File: src/rtl/cbp_pipelined_subtractor_pkg.sv
// Shared types and constants for the pipelined carry-bypass subtractor.
// One stage register per bypass group; operands skew forward as groups are consumed.
package cbp_pipelined_subtractor_pkg;

    localparam int CBP_NUM_BITS   = 32;
    localparam int CBP_NUM_STAGES = 4;
    localparam int CBP_G          = CBP_NUM_BITS / CBP_NUM_STAGES;
    localparam bit CBP_WIDTH_OK   = (CBP_NUM_BITS % CBP_NUM_STAGES) == 0;

    typedef struct packed {
        logic                    valid;
        logic                    carry;
        logic [CBP_NUM_BITS-1:0] a_rem;
        logic [CBP_NUM_BITS-1:0] nb_rem;
        logic [CBP_NUM_BITS-1:0] diff_done;
        logic                    a_msb;
        logic                    b_msb;
    } stage_t;

    // Keeps only the operand groups not yet consumed after stage k.
    function automatic logic [CBP_NUM_BITS-1:0] upper_mask(input int k);
        if ((k + 1) * CBP_G >= CBP_NUM_BITS)
            return '0;
        return {CBP_NUM_BITS{1'b1}} << ((k + 1) * CBP_G);
    endfunction

endpackage

File: src/rtl/cbp_sub_group.sv
// Combinational G-bit ripple group with a group-propagate bypass of the carry.
// Operands arrive as a and ~b, so this is an adder slice of A + ~B + 1.
module cbp_sub_group
    import cbp_pipelined_subtractor_pkg::*;
#(
    parameter int G = CBP_G
) (
    input  logic [G-1:0] a,
    input  logic [G-1:0] nb,
    input  logic         cin,
    output logic [G-1:0] sum,
    output logic         cout
);

    logic [G-1:0] p;
    logic         ripple_cout;
    logic         group_p;

    assign p       = a ^ nb;
    assign group_p = &p;

    // NOTE: blocking assignments are correct in combinational logic; c is a
    // running value and each loop step must see the previous step's result.
    always_comb begin
        logic c;
        sum = '0;
        c   = cin;
        for (int i = 0; i < G; i++) begin
            sum[i] = p[i] ^ c;
            c      = (a[i] & nb[i]) | (p[i] & c);
        end
        ripple_cout = c;
    end

    // When every bit propagates the carry-in passes straight through.
    assign cout = group_p ? cin : ripple_cout;

endmodule

File: src/rtl/cbp_pipelined_subtractor.sv
// Pipelined A - B with one carry-bypass group per stage and a global stall.
// All registers and the valid/ready handshake live here; groups are combinational.
module cbp_pipelined_subtractor
    import cbp_pipelined_subtractor_pkg::*;
#(
    parameter int NUM_BITS   = CBP_NUM_BITS,
    parameter int NUM_STAGES = CBP_NUM_STAGES
) (
    input  logic                clk,
    input  logic                rst,
    input  logic                in_valid,
    output logic                in_ready,
    input  logic [NUM_BITS-1:0] A,
    input  logic [NUM_BITS-1:0] B,
    output logic                out_valid,
    input  logic                out_ready,
    output logic [NUM_BITS-1:0] Diff,
    output logic                Borrow,
    output logic                Overflow
);

    localparam int G    = NUM_BITS / NUM_STAGES;
    localparam int LAST = NUM_STAGES - 1;
    localparam int MSB  = NUM_BITS - 1;

    if (NUM_BITS != CBP_NUM_BITS || NUM_STAGES != CBP_NUM_STAGES || !CBP_WIDTH_OK
        || (NUM_BITS % NUM_STAGES) != 0) begin : g_bad_cfg
        $error("cbp_pipelined_subtractor: NUM_BITS must be a multiple of NUM_STAGES and match the package");
    end

    stage_t       st        [NUM_STAGES];
    stage_t       src_stage [NUM_STAGES];
    stage_t       nxt       [NUM_STAGES];
    logic [G-1:0] grp_a     [NUM_STAGES];
    logic [G-1:0] grp_nb    [NUM_STAGES];
    logic [G-1:0] grp_sum   [NUM_STAGES];
    logic         grp_cin   [NUM_STAGES];
    logic         grp_cout  [NUM_STAGES];
    logic         advance;

    assign advance  = !st[LAST].valid || out_ready;
    assign in_ready = advance;

    // Stage 0 consumes the raw operands; later stages consume the previous register.
    // NOTE: every always_comb output gets a full default first so no latch is inferred.
    always_comb begin
        src_stage[0]           = '0;
        src_stage[0].valid     = in_valid && advance;
        src_stage[0].carry     = 1'b1;
        src_stage[0].a_rem     = A;
        src_stage[0].nb_rem    = ~B;
        src_stage[0].a_msb     = A[MSB];
        src_stage[0].b_msb     = B[MSB];
        for (int k = 1; k < NUM_STAGES; k++)
            src_stage[k] = st[k-1];
        for (int k = 0; k < NUM_STAGES; k++) begin
            grp_a[k]   = src_stage[k].a_rem[k*G +: G];
            grp_nb[k]  = src_stage[k].nb_rem[k*G +: G];
            grp_cin[k] = src_stage[k].carry;
        end
    end

    for (genvar k = 0; k < NUM_STAGES; k++) begin : g_group
        cbp_sub_group #(.G(G)) u_group (
            .a    (grp_a[k]),
            .nb   (grp_nb[k]),
            .cin  (grp_cin[k]),
            .sum  (grp_sum[k]),
            .cout (grp_cout[k])
        );
    end

    always_comb begin
        for (int k = 0; k < NUM_STAGES; k++) begin
            nxt[k]                      = src_stage[k];
            nxt[k].carry                = grp_cout[k];
            nxt[k].a_rem                = src_stage[k].a_rem & upper_mask(k);
            nxt[k].nb_rem               = src_stage[k].nb_rem & upper_mask(k);
            nxt[k].diff_done[k*G +: G]  = grp_sum[k];
        end
    end

    // NOTE: non-blocking assignments so every stage samples its predecessor's
    // pre-edge value. Data fields are reset too, so outputs read zero, not X.
    always_ff @(posedge clk) begin
        if (rst) begin
            for (int k = 0; k < NUM_STAGES; k++)
                st[k] <= '0;
        end else if (advance) begin
            for (int k = 0; k < NUM_STAGES; k++)
                st[k] <= nxt[k];
        end
    end

    // Flags are gated by valid so an idle output reads all zeros.
    assign out_valid = st[LAST].valid;
    assign Diff      = st[LAST].diff_done;
    assign Borrow    = st[LAST].valid & ~st[LAST].carry;
    assign Overflow  = st[LAST].valid & (st[LAST].a_msb ^ st[LAST].b_msb)
                     & (st[LAST].diff_done[MSB] ^ st[LAST].a_msb);

endmodule
File: config.mk
export PLATFORM = sky130hd
export DESIGN_NAME = cbp_pipelined_subtractor
export DESIGN_NICKNAME = d
export VERILOG_FILES = /design/src/rtl/cbp_pipelined_subtractor_pkg.sv /design/src/rtl/cbp_sub_group.sv /design/src/rtl/cbp_pipelined_subtractor.sv
export SDC_FILE = /design/constraint.sdc
export NUM_CORES = 1
export LEC_CHECK = 0
export ABC_AREA = 1
export BUFFER_PORTS_ARGS = -buffer_cell sky130_fd_sc_hd__buf_2
export CAP_MARGIN = 10
export CORE_AREA = 2 2 122 154
export CTS_CLUSTER_DIAMETER = 80
export CTS_CLUSTER_SIZE = 25
export DETAILED_ROUTE_END_ITERATION = 10
export DIE_AREA = 0 0 124 156
export MAX_ROUTING_LAYER = met4
export PLACE_DENSITY_LB_ADDON = 0.25
export SYNTH_ARGS = -nofsm -noshare
export SYNTH_HDL_FRONTEND = slang
export SYNTH_HIERARCHICAL = 1
export SYNTH_SLANG_ARGS = --single-unit
File: constraint.sdc
create_clock -name clk -period 10.9 [get_ports clk]
set_input_delay 2.18 -clock clk [delete_from_list [all_inputs] [get_ports clk]]
set_output_delay 2.18 -clock clk [all_outputs]
set_load 0.05 [all_outputs]
==> metrics.txt <==
H-Tree Depth=4; global route overflow=0; Final HPWL DP=7.37 mm; total CTS buffers=17; Synth Instances=around 770; GP Congestion=0.728; Max clock buf depth=2; Buf/Inv on CP=7; crit share post-route=49.9%; CP peak stage delay=440 ps; top flop regs=st x189; first-pass GRT wire length=19.8 mm; FF/Latch Area=5680 um2; vias in the first global route=4,473; CP cell instances=buf_2 -> inv_1 -> inv_1 -> fa_1 -> inv_1 -> fa_1 -> fa_1 -> fa_1 -> fa_1 -> fa_1 -> fa_1 -> inv_1 -> fa_1 -> inv_1 -> inv_1 -> nor2_1; clk slew on worst S/H paths=70 ps; area of the multi-input gates=roughly 2000 um2; Slew headroom=between 20% and 30%; status=complete, no violations; CTS tree=yes; R2R Setup Slk=~7000 ps; unrepaired setup endpoints after global routing=no; # clock sinks=189; top cells by area, synth=edfxtp_1, inv_1, nor2_1, fa_1, ha_1; top cell type's share of synthesized area=~64%; Pwr Density=roughly 170 nW/um2; share of cells above drive strength 1=17.2%; Async SR Flop Fraction=0%; Top reg by flops=st; CP arrival=5700 ps; final hold vios=0; Synth top cells by count=inv_1, nor2_1, edfxtp_1; critical path depth=16; vias after detailed routing=4,510; Primary FF master, synth=edfxtp_1; routed wire length=11.7 mm; root buf cell=clkbuf_16; FILL cells=1,554; Crit. Startpoint=B[0]; die area=19,300 um2; Initial Utilization=49.5%; Netlist Area Pre-Place=8850 um2; Die Y=approximately 160 um; R2R cell count=14; Final Skew=8.36 ps; largest net degree at the start of global routing=190; Post-DRT Antenna Nets=0; Largest delay share family, worst path=adder cells; Resize count post-CTS=0; gr usage total=13.6%; Synth warnings=6; Worst Path Max Fanout=2; number of port buffers=103; top-count cell post-synth=inv_1; critical path class=in -> reg; average size of a mapped cell=11.6 um2; Seq/Total Area, Yosys=around 64%; Critical R2R Capture=st[2][25]; Peak Freq=approximately 0.18 GHz; core area=17,900 um2; Die W=124 um; post-CTS setup buffer count=0; Synth area leader=edfxtp_1; Layout area overhead=12.2%; worst r2r src=st[1][82]; Max-Cap Viols=0; worst path required time=approximately 11,000 ps; hold_buf cts=0; Leak=4.72 nW; # rows=55; Worst-Skew Late Latency=about 420 ps; dpl cells=1,047; vias per cell=4.18; synth unique cells=13; final net count=970; # diodes=0; worst-margin pin slew=1090 ps; min Tclk post-route=around 5400 ps; max reg flops=189; Post-synth EDFFs=189; # IOs=104; VDD IR max=0.000100 V; initial antenna violation count=0; Finished Layout Cells=1,079; CP max-delay cell=fa_1; CP Capture Type=flop; CP most frequent cell=fa_1; final count of pins violating max slew=0; routed length per instance=10.9 um; final setup TNS=0 ps; DRC violations left=0; CP Launch Type=input pin; Iteration-0 DRC Markers=between 200 and 300; #FFs+latches synth=189; Final setup viols=0; First-pass DRT Iterations=4; CP endpoint=st[0][9]; type of the tightest min-delay check=reg -> reg
[cells in the final DEF, fill, tap and decap left out, drive strengths merged, types with 6 or more instances in the layout]
cell,count
inv,222
nor2,199
edfxtp,189
buf,105
nand2,35
fa,32
ha,32
clkbuf,17
nand3,6
clkinv,6
[stage by stage]
step	instance area [um2]	hold WS [ps]	setup WS (ps)	util (%)	power, W
floorplan	8850	519	2480	-	0.00100
global placement	9320	523	5090	52.1	0.00103
detailed placement	9320	529	4970	52.1	0.00103
CTS	9930	545	5440	55.5	0.00167
global route	9930	558	5250	55.5	0.00172
finish	9930	542	5460	55.5	0.00165
[final cells by class]
cell class              instances  area share (%)
clock buffers                  17            4.28
clock inverters                15            1.90
inverters                     219            8.28
multi-input cells             306            20.2
flip-flops and latches        189            57.1
well taps                     228            2.87
repair buffers                105            5.34
[cells by family after synthesis]
logic type | Yosys count | share of synthesized area [%]
buffers and inverters | 271 | 13.5
adder cells (fa/ha/maj) | 64 | 11.8
other | 1 | 0.0424
flip-flops | 189 | 64.1
AND/OR/NAND/NOR | 240 | 10.5
[power breakdown]
group | switching, W | total [W] | internal [W] | leakage, nW
clock | 0.000267 | 0.000632 | 0.000365 | 0.290
sequential | 0.0000187 | 0.000872 | 0.000854 | 2.25
combinational | 0.0000944 | 0.000143 | 0.0000485 | 2.18
[worst min-delay path: stages (launching register included)]
cell      delay [ps]
edfxtp_1         320
inv_1             30
nor2_1            80
[metal layers]
metal	part of all wire, %	up-vias	global-route usage [%]
met4	1.6	0	5.14
met3	4.4	13	3.55
li1	-	2384	-
met2	50	80	21.7
met1	44	2033	16.8
met5	0	-	-
[how the worst min path moves through the flow]
stage,startpoint,to,slack [ps],cells after the start
after floorplan,st[0][42],st[1][42],520,2
after global placement,st[1][13],st[2][13],520,2
after detailed placement,st[0][0],st[1][0],530,2
after CTS,st[0][0],st[1][0],550,2
after global routing,st[1][0],st[2][0],560,2
final,st[1][17],st[2][17],540,2
No activity file was read; power rests on OpenSTA's default activity.
